`src/rtl/mac_tb_pkg.sv`:
```
// rtl/mac_tb_pkg.sv - shared types and constants for the MAC transmit scheduler
package mac_tb_pkg;

    localparam int PAYLOAD_MAX_DEFAULT = 1500;

    localparam logic [7:0] MODE_NORMAL = 8'd0;
    localparam logic [7:0] MODE_FIXED  = 8'd1;
    localparam logic [7:0] MODE_NOPAD  = 8'd2;
    localparam logic [7:0] MODE_PRBS8  = 8'd3;

    typedef enum logic [2:0] {
        ST_IDLE,
        ST_LAUNCH,
        ST_START,
        ST_WAIT_TX,
        ST_IN_TX,
        ST_GAP,
        ST_FINISH,
        ST_ERR
    } sched_state_t;

    function automatic logic [15:0] clamp_len(input logic [15:0] len, input logic [15:0] max_len);
        return (len > max_len) ? max_len : len;
    endfunction

endpackage

```
`src/rtl/sched_len_sweep.sv`:
```
// rtl/sched_len_sweep.sv - next payload length for the sweep, with clamp and wrap
module sched_len_sweep
    import mac_tb_pkg::*;
#(
    parameter int PAYLOAD_MAX_SIZE = PAYLOAD_MAX_DEFAULT
) (
    input  logic [15:0] cur_len,
    input  logic [15:0] len_min,
    input  logic [15:0] len_max,
    input  logic [15:0] len_step,
    output logic [15:0] next_len
);

    localparam logic [15:0] LEN_CAP = 16'(PAYLOAD_MAX_SIZE);

    logic [16:0] sum;

    // 17-bit sum so a large step cannot alias back below the bounds
    assign sum = {1'b0, cur_len} + {1'b0, len_step};

    always_comb begin
        next_len = len_min;
        if (len_min > len_max) begin
            next_len = clamp_len(len_min, LEN_CAP);
        end else if ((sum > {1'b0, len_max}) || (sum > {1'b0, LEN_CAP})) begin
            next_len = len_min;
        end else begin
            next_len = sum[15:0];
        end
    end

endmodule

```
`src/rtl/mac_tx_scheduler.sv`:
```
// rtl/mac_tx_scheduler.sv - burst sequencer driving start/length into mac_mii_top
module mac_tx_scheduler
    import mac_tb_pkg::*;
#(
    parameter int PAYLOAD_MAX_SIZE   = PAYLOAD_MAX_DEFAULT,
    parameter int START_PULSE_CYCLES = 2,
    parameter int GAP_WIDTH          = 16,
    parameter int WDOG_CYCLES        = 4096
) (
    input  logic                 clk,
    input  logic                 i_rst,
    input  logic                 i_go,
    input  logic                 i_abort,
    input  logic [15:0]          i_num_frames,
    input  logic [15:0]          i_len_min,
    input  logic [15:0]          i_len_max,
    input  logic [15:0]          i_len_step,
    input  logic [7:0]           i_mode,
    input  logic [GAP_WIDTH-1:0] i_gap_cycles,
    input  logic                 i_tx_valid,
    output logic                 o_start,
    output logic [15:0]          o_payload_length,
    output logic [7:0]           o_mode,
    output logic                 o_prbs_rst_n,
    output logic                 o_busy,
    output logic                 o_done,
    output logic [15:0]          o_frames_sent,
    output logic                 o_wdog_err
);

    localparam int PULSE_W = $clog2(START_PULSE_CYCLES) + 1;
    localparam int WD_W    = $clog2(WDOG_CYCLES) + 1;
    localparam logic [PULSE_W-1:0] PULSE_LAST = PULSE_W'(START_PULSE_CYCLES - 1);
    localparam logic [WD_W-1:0]    WDOG_LAST  = WD_W'(WDOG_CYCLES - 1);
    localparam logic [15:0]        LEN_CAP    = 16'(PAYLOAD_MAX_SIZE);

    sched_state_t         state;
    logic [15:0]          num_frames;
    logic [15:0]          len_min;
    logic [15:0]          len_max;
    logic [15:0]          len_step;
    logic [15:0]          cur_len;
    logic [15:0]          next_len;
    logic [15:0]          frames_inc;
    logic [GAP_WIDTH-1:0] gap_cycles;
    logic [GAP_WIDTH-1:0] gap_cnt;
    logic [PULSE_W-1:0]   pulse_cnt;
    logic [WD_W-1:0]      wdog_cnt;
    logic                 abort_pend;
    logic                 abort_now;
    logic                 stop_at_fall;
    logic                 stop_at_gap;

    sched_len_sweep #(
        .PAYLOAD_MAX_SIZE(PAYLOAD_MAX_SIZE)
    ) u_len_sweep (
        .cur_len (cur_len),
        .len_min (len_min),
        .len_max (len_max),
        .len_step(len_step),
        .next_len(next_len)
    );

    assign abort_now  = abort_pend | i_abort;
    assign frames_inc = (o_frames_sent == 16'hFFFF) ? o_frames_sent : o_frames_sent + 16'd1;

    // With a zero gap the stop decision is taken on the fall itself, so it uses the incremented count
    assign stop_at_fall = abort_now || ((num_frames != 16'd0) && (frames_inc == num_frames));
    assign stop_at_gap  = abort_now || ((num_frames != 16'd0) && (o_frames_sent == num_frames));

    always_ff @(posedge clk) begin
        if (i_rst) begin
            state            <= ST_IDLE;
            num_frames       <= '0;
            len_min          <= '0;
            len_max          <= '0;
            len_step         <= '0;
            cur_len          <= '0;
            gap_cycles       <= '0;
            gap_cnt          <= '0;
            pulse_cnt        <= '0;
            wdog_cnt         <= '0;
            abort_pend       <= 1'b0;
            o_start          <= 1'b0;
            o_payload_length <= '0;
            o_mode           <= '0;
            o_prbs_rst_n     <= 1'b0;
            o_busy           <= 1'b0;
            o_done           <= 1'b0;
            o_frames_sent    <= '0;
            o_wdog_err       <= 1'b0;
        end else begin
            if ((state != ST_IDLE) && i_abort) begin
                abort_pend <= 1'b1;
            end

            case (state)
                ST_IDLE: begin
                    if (i_go) begin
                        num_frames    <= i_num_frames;
                        len_min       <= i_len_min;
                        len_max       <= i_len_max;
                        len_step      <= i_len_step;
                        cur_len       <= i_len_min;
                        gap_cycles    <= i_gap_cycles;
                        o_mode        <= i_mode;
                        o_frames_sent <= '0;
                        o_wdog_err    <= 1'b0;
                        abort_pend    <= 1'b0;
                        o_prbs_rst_n  <= (i_mode != MODE_PRBS8);
                        o_busy        <= 1'b1;
                        state         <= ST_LAUNCH;
                    end
                end

                ST_LAUNCH: begin
                    o_prbs_rst_n     <= 1'b1;
                    o_payload_length <= clamp_len(cur_len, LEN_CAP);
                    o_busy           <= 1'b1;
                    o_start          <= 1'b1;
                    pulse_cnt        <= '0;
                    wdog_cnt         <= '0;
                    state            <= ST_START;
                end

                ST_START: begin
                    wdog_cnt <= wdog_cnt + 1'b1;
                    if (pulse_cnt == PULSE_LAST) begin
                        o_start <= 1'b0;
                        state   <= ST_WAIT_TX;
                    end else begin
                        pulse_cnt <= pulse_cnt + 1'b1;
                    end
                end

                ST_WAIT_TX: begin
                    if (i_tx_valid) begin
                        wdog_cnt <= '0;
                        state    <= ST_IN_TX;
                    end else if (wdog_cnt == WDOG_LAST) begin
                        o_wdog_err <= 1'b1;
                        o_start    <= 1'b0;
                        o_busy     <= 1'b0;
                        o_done     <= 1'b1;
                        state      <= ST_ERR;
                    end else begin
                        wdog_cnt <= wdog_cnt + 1'b1;
                    end
                end

                ST_IN_TX: begin
                    if (!i_tx_valid) begin
                        o_frames_sent <= frames_inc;
                        if (gap_cycles != '0) begin
                            gap_cnt <= '0;
                            state   <= ST_GAP;
                        end else if (stop_at_fall) begin
                            o_done <= 1'b1;
                            o_busy <= 1'b0;
                            state  <= ST_FINISH;
                        end else begin
                            cur_len <= next_len;
                            state   <= ST_LAUNCH;
                        end
                    end else if (wdog_cnt == WDOG_LAST) begin
                        o_wdog_err <= 1'b1;
                        o_start    <= 1'b0;
                        o_busy     <= 1'b0;
                        o_done     <= 1'b1;
                        state      <= ST_ERR;
                    end else begin
                        wdog_cnt <= wdog_cnt + 1'b1;
                    end
                end

                ST_GAP: begin
                    if (gap_cnt == gap_cycles - 1'b1) begin
                        if (stop_at_gap) begin
                            o_done <= 1'b1;
                            o_busy <= 1'b0;
                            state  <= ST_FINISH;
                        end else begin
                            cur_len <= next_len;
                            state   <= ST_LAUNCH;
                        end
                    end else begin
                        gap_cnt <= gap_cnt + 1'b1;
                    end
                end

                ST_FINISH: begin
                    o_done <= 1'b0;
                    state  <= ST_IDLE;
                end

                ST_ERR: begin
                    o_done <= 1'b0;
                    state  <= ST_IDLE;
                end

                default: begin
                    state <= ST_IDLE;
                end
            endcase
        end
    end

endmodule

```
`config.mk`:
```
export PLATFORM = sky130hd
export DESIGN_NAME = mac_tx_scheduler
export DESIGN_NICKNAME = d
export VERILOG_FILES = /design/src/rtl/mac_tb_pkg.sv /design/src/rtl/sched_len_sweep.sv /design/src/rtl/mac_tx_scheduler.sv
export SDC_FILE = /design/constraint.sdc
export NUM_CORES = 1
export LEC_CHECK = 0
export ABC_AREA = 1
export CAP_MARGIN = 20
export CORE_MARGIN = 10
export CORE_UTILIZATION = 55
export DETAILED_ROUTE_END_ITERATION = 6
export HOLD_SLACK_MARGIN = 0.1
export MAX_ROUTING_LAYER = met4
export PLACE_DENSITY = 0.9
export SLEW_MARGIN = 40
export SYNTH_ARGS = -nofsm -noshare
export SYNTH_HDL_FRONTEND = slang
export SYNTH_SLANG_ARGS = --single-unit
```
`constraint.sdc`:
```
create_clock -name clk -period 5.3 [get_ports clk]
set_input_delay 1.06 -clock clk [delete_from_list [all_inputs] [get_ports clk]]
set_output_delay 1.06 -clock clk [all_outputs]
set_load 0.01 [all_outputs]
```
==> results of run 1 <==
-- metal layers --
| layer | part of all wire (%) | GRT usage, % | vias up |
|---|---|---|---|
| met1 | 40 | 28.7 | 5205 |
| met5 | 0 | - | - |
| met2 | 48 | 43.2 | 471 |
| met3 | 6.7 | 4.15 | 126 |
| met4 | 4.8 | 13.2 | 0 |
| li1 | - | - | 5725 |
-- cells in the mapped netlist, types with 2 or more instances --
master     number
inv_1         210
o21a_1          5
buf_2           6
o21bai_1        6
nand2_2        20
nor4_1          8
a21oi_2        13
o21ai_0       137
xnor2_1        21
nor3_1         22
a21oi_1       145
a211oi_1        6
xor2_1         36
nand3b_1       10
nand2_1       369
a31oi_1         7
nand3_1       107
dfxtp_1       176
nand4_1        30
nor2_2         13
buf_6           2
nor2_4          4
o211ai_1        3
nor3b_1         2
clkbuf_1       47
inv_2           3
nor2_1        216
ha_1           52
o2111ai_1       2
or2_2           3
nand2_4         3
-- layout make-up --
type	instances	area, um2
sequential	176	3520
clock buffer	21	480
timing repair buffer	144	1420
tap	265	332
clock inverter	11	128
multi-input combinational	1252	6500
inverter	214	813
fill	1709	6450
-- cells by family after synthesis --
group,Yosys count
buffers and inverters,270
AO/OA/AOI/OAI,330
adder cells (fa/ha/maj),53
AND/OR/NAND/NOR,812
flip-flops,176
XOR/XNOR,57
-- final timing paths --
kind | to | slack (ns) | cells after the start
worst max-delay path | cur_len[3] | 1.28 | 27
worst min-delay path | o_payload_length[14] | 0.46 | 2
worst max register to register | cur_len[3] | 1.28 | 27
worst min register to register | o_payload_length[14] | 0.46 | 2
-- worst max-delay path, delay by kind of cell (launching register included) --
family,cells,cell delay [ns]
AND/OR/NAND/NOR,21,2.32
adder cells (fa/ha/maj),3,0.98
flip-flops,1,0.35
AO/OA/AOI/OAI,2,0.27
buffers and inverters,1,0.03
-- flip-flops by register name (all words and copies together), names as in the netlist, 13 cells and up --
| name | count |
|---|---|
| num_frames | 16 |
| len_min | 16 |
| len_max | 16 |
| o_payload_length | 16 |
| len_step | 16 |
| wdog_cnt | 13 |
| gap_cnt | 16 |
| o_frames_sent | 16 |
| gap_cycles | 16 |
| cur_len | 16 |
-- where the power goes --
part	leakage (nW)	switching [W]	internal, W
Sequential	1.44	0.000313	0.00164
Combinational	4.11	0.00215	0.00118
Clock	0.304	0.000552	0.000750
Total	5.86	0.00301	0.00357
-- metrics by stage --
step / instances / setup slack, ns
6_report: 2083 / 1.28
5_1_grt: 2083 / 0.934
4_1_cts: 2083 / 1.35
3_5_place_dp: 2051 / 1.37
3_3_place_gp: 2051 / 1.53
2_1_floorplan: 1698 / 2.18
==> flow_metrics.py, run 1 <==
metrics = {
    "layout": {
        "final_cell_mix": "nand2_1, nor2_1, inv_1",
        "final_util_pct": 67.2,
        "nets": 1951,
        "antenna_cells": 0,
        "drive_above_1_share_pct": 5.94,
        "final_area_mm2": 0.0132,
        "syn2layout_area_growth_pct": 19.2,
        "layout_commonest_cell": "nand2_1",
    },
    "cts": {
        "cts_setup_buffers": 0,
        "tritoncts": "yes",
        "clock_latency_ns": 0.43,
        "cts_hold_buf": 0,
        "cts_htree_levels": 4,
        "cts-buffers-inserted": 17,
        "clock-sinks": 176,
        "cts-resized-gates": 0,
        "clockRootBuffer": "clkbuf_16",
        "path_clk_slew_ns": 0.06,
        "cts_buffer_depth": 2,
    },
    "synthesis": {
        "ys_async_sr_fraction_pct": 0,
        "synth_cell_types": 45,
        "synth_fa_ha_area_share_pct": 6.06,
        "syn_area_mm2": 0.0111,
        "ys_seq_area_share_pct": 31.8,
        "synthTopCellsByArea": "dfxtp_1, nand2_1, nor2_1",
        "synth_top_family_by_area": "simple AND/OR/NAND/NOR gates",
        "ys_ff_latch": 176,
        "synth-edff-count": 0,
        "synth_xor_area_share_pct": 4.51,
        "synth_top_area_share_pct": 31.8,
        "synth_fp_nets": 1844,
        "yosys.area.top_type": "dfxtp_1",
        "synthSimpleGateAreaFrac_pct": 32.0,
        "muxShareOfSynthArea_pct": 0,
        "synthCells": 1698,
        "postSynthAreaPerCell_um2": 6.52,
        "ys_warn_count": 0,
        "yosys_most_used_dff": "dfxtp_1",
        "synth_compound_area_share_pct": 16.1,
    },
    "worst_hold_path": {
        "worstHoldStart": "o_payload_length[14]",
        "hp-class": "flop to flop",
    },
    "detailed_routing": {
        "drtIter0Drc": 1075,
        "vias_per_cell": 5.53,
        "post_drt_wl_per_cell_um": 16.0,
        "vias": 11500,
        "first_pass_iters": 6,
        "drc": 0,
        "ant_nets": 0,
        "wirelength_um": 33300,
    },
    "setup_path": {
        "criticalPathCategory": "flop to flop",
        "start_kind": "flop",
        "cpMostUsedCell": "nand2_1",
        "crit_start": "cur_len[0]",
        "cp.arrival_ns": 4.37,
        "cp_slowest_cell": "fa_1",
        "reg2reg_from": "cur_len[0]",
        "end_kind": "flop",
        "required_ns": 5.65,
        "slowest_delay_ns": 0.44,
        "critPathMaxFanout": 15,
    },
    "placed_design": {
        "gp_congestion": 1.04,
        "io_buffers": 137,
        "hpwlAfterDp_um": 24900,
        "dpl_cell_area_mm2": 0.0126,
    },
    "grt": {
        "grt_usage_pct": 25.6,
        "grt_overflow": 0,
        "grt_max_degree": 94,
        "grt_pass1_vias": 11100,
        "antenna_found_initial": 0,
        "grt_first_pass_wirelength_um": 54100,
    },
    "power_and_ir_drop": {
        "power_w": 0.00659,
        "irDropWorstVdd_uv": 350,
        "p_per_area_mw_per_mm2": 499,
        "leakage_nw": 5.86,
    },
    "job": {
        "max_cap_viol_count": 0,
    },
    "timing": {
        "final.min_clock_period_ns": 4.02,
        "worst_pin_slew_ns": 0.759,
        "finalSetupTns_ns": 0,
        "skew_ns": 0.0101,
        "finalCritPeriodShare_pct": 75.9,
        "hold_violations": 0,
        "max_freq_ghz": 0.249,
        "fin_hold_ws_ns": 0.458,
        "drv_slew": 0,
        "rsz0062_at_grt": "no",
        "setup_viol_count_final": 0,
        "slew_headroom_pct": 49.2,
    },
    "floorplan": {
        "die_w_um": 162,
        "io_pins": 138,
        "core_area_mm2": 0.0197,
        "initial_core_util_pct": 56.3,
        "die-area_mm2": 0.0262,
        "rows": 51,
        "die_y_um": 162,
    },
    "outcome": {
        "status": "completed",
    },
}
(Power assumes the default switching activity.)
==> inputs of run 2 (changes only) <==
==> constraint.sdc (replaced) <==
create_clock -name clk -period 3.8 [get_ports clk]
set_input_delay 0.76 -clock clk [delete_from_list [all_inputs] [get_ports clk]]
set_output_delay 0.76 -clock clk [all_outputs]
set_load 0.01 [all_outputs]
==> flow_metrics.py, run 2 (synthesis results as in run 1) <==
metrics = {
    "outcome": {
        "status": "completed",
    },
    "layout": {
        "fin_cells": 2097,
        "nets": 1965,
        "regArea_mm2": 0.00352,
        "multiInputGateArea_mm2": 0.00651,
        "num-fill-cells": 1726,
        "final_util_pct": 67.7,
        "antenna_cells": 0,
        "final_cell_mix": "nand2_1, nor2_1, inv_1",
        "syn2layout_area_growth_pct": 20.1,
        "final_area_mm2": 0.0133,
        "drive_above_1_share_pct": 6.77,
        "layout_commonest_cell": "nand2_1",
    },
    "setup_path": {
        "criticalPathCategory": "flop to flop",
        "reg2reg_slack_ns": 0.36,
        "reg2reg_from": "cur_len[0]",
        "start_kind": "flop",
        "cp.arrival_ns": 3.74,
        "required_ns": 4.10,
        "rr_worst_depth": 27,
        "slowest_delay_ns": 0.39,
        "cpMostUsedCell": "nand2_1",
        "cp_slowest_cell": "fa_2",
        "end_kind": "flop",
        "regToRegEndpoint": "cur_len[6]",
        "cp_num_buf_inv": 2,
        "critPathMaxFanout": 11,
        "crit_family": "simple AND/OR/NAND/NOR gates",
    },
    "timing": {
        "finalSetupTns_ns": 0,
        "slew_headroom_pct": 47.4,
        "final.min_clock_period_ns": 3.44,
        "max_freq_ghz": 0.291,
        "setup_viol_count_final": 0,
        "rsz0062_at_grt": "no",
        "hold_violations": 0,
        "finalCritPeriodShare_pct": 90.5,
        "skew_ns": 0.0158,
        "fin_hold_ws_ns": 0.459,
        "drv_slew": 0,
        "worst_pin_slew_ns": 0.788,
    },
    "detailed_routing": {
        "vias": 11700,
        "first_pass_iters": 6,
        "vias_per_cell": 5.58,
        "wirelength_um": 34000,
        "drtIter0Drc": 1105,
        "post_drt_wl_per_cell_um": 16.2,
        "ant_nets": 0,
        "drc": 0,
    },
    "cts": {
        "cts_htree_levels": 4,
        "path_clk_slew_ns": 0.07,
        "clockRootBuffer": "clkbuf_16",
        "cts_hold_buf": 0,
        "clock-sinks": 176,
        "cts-buffers-inserted": 17,
        "tritoncts": "yes",
        "clock_latency_ns": 0.44,
        "cts_setup_buffers": 0,
        "cts_buffer_depth": 2,
    },
    "grt": {
        "antenna_found_initial": 0,
        "grt_max_degree": 59,
        "grt_usage_pct": 25.9,
        "grt_overflow": 0,
        "grt_pass1_vias": 10900,
        "grt_first_pass_wirelength_um": 54800,
    },
    "power_and_ir_drop": {
        "p_per_area_mw_per_mm2": 704,
        "irDropWorstVdd_uv": 433,
        "leakage_nw": 5.92,
    },
    "floorplan": {
        "die_y_um": 162,
        "initial_core_util_pct": 56.3,
        "rows": 51,
        "core_area_mm2": 0.0197,
        "io_pins": 138,
        "die_w_um": 162,
        "die-area_mm2": 0.0262,
    },
    "placed_design": {
        "placed_cells": 2065,
        "dpl_cell_area_mm2": 0.0127,
        "gp_congestion": 1.10,
        "hpwlAfterDp_um": 25500,
        "io_buffers": 137,
    },
    "job": {
        "max_cap_viol_count": 0,
    },
    "worst_hold_path": {
        "hp-class": "flop to flop",
        "min_path_cells": 2,
        "min_to": "o_payload_length[11]",
        "worstHoldStart": "o_payload_length[11]",
    },
}
-- run 2: cell type report --
cell class | instances | area share, %
Tap cell | 265 | 2.49
Clock inverter | 14 | 1.15
Sequential cell | 176 | 26.5
Inverter | 214 | 6.08
Timing Repair Buffer | 158 | 11.6
Clock buffer | 18 | 3.30
Multi-Input combinational cell | 1252 | 48.9
-- run 2: power by group --
part,switching [W],internal [W]
registers,0.000407,0.00229
logic,0.00310,0.00176
clock network,0.000805,0.000997
total,0.00431,0.00505
-- run 2: layer usage --
layer | global-route usage (%) | part of all wire, % | wire length, um
met1 | 29.4 | 41 | 14000
met2 | 44.5 | 49 | 16800
met3 | 4.52 | 5.9 | 1990
met4 | 10.6 | 3.7 | 1270
met5 | - | 0 | 0
-- run 2: worst max path at each step --
| stage | start | to | slack, ns | cells past startpoint |
|---|---|---|---|---|
| 6_report | cur_len[0] | cur_len[6] | 0.36 | 27 |
| 5_1_grt | cur_len[8] | cur_len[7] | 0.05 | 21 |
| 4_1_cts | cur_len[0] | cur_len[7] | 0.33 | 28 |
| 3_5_place_dp | cur_len[0] | cur_len[4] | 0.36 | 28 |
| 3_3_place_gp | cur_len[0] | cur_len[4] | 0.45 | 28 |
| 2_1_floorplan | cur_len[0] | cur_len[0] | 0.68 | 27 |
-- run 2: timing repair --
action                     in CTS  in global routing
hold endpoints to repair        0                  0
setup endpoints to repair       0                  8
resized for setup               0                  2
-- run 2: through the flow --
step | setup WS (ns) | total power [W]
floorplan | 0.679 | 0.00601
global placement | 0.447 | 0.00731
detailed placement | 0.363 | 0.00744
CTS | 0.333 | 0.00926
global route | 0.0531 | 0.0100
finish | 0.359 | 0.00936
-- run 2: tightest hold or removal path: cells and delay by family, from the launching register on --
family,cells,cell delay [ns]
DFF,1,0.31
and+or+nand+nor,1,0.07
buffers and inverters,1,0.04
==> inputs of run 3 (changes only) <==
--- a/config.mk
+++ b/config.mk
@@ -6,9 +6,9 @@
 export NUM_CORES = 1
 export LEC_CHECK = 0
 export ABC_AREA = 1
-export CAP_MARGIN = 20
 export CORE_MARGIN = 10
 export CORE_UTILIZATION = 55
+export CTS_BUF_LIST = sky130_fd_sc_hd__clkbuf_8 sky130_fd_sc_hd__clkbuf_16
 export DETAILED_ROUTE_END_ITERATION = 6
 export HOLD_SLACK_MARGIN = 0.1
 export MAX_ROUTING_LAYER = met4
==> results of run 3 <==
Same layout as run 2: the final DEF is identical, and so are final timing and power.
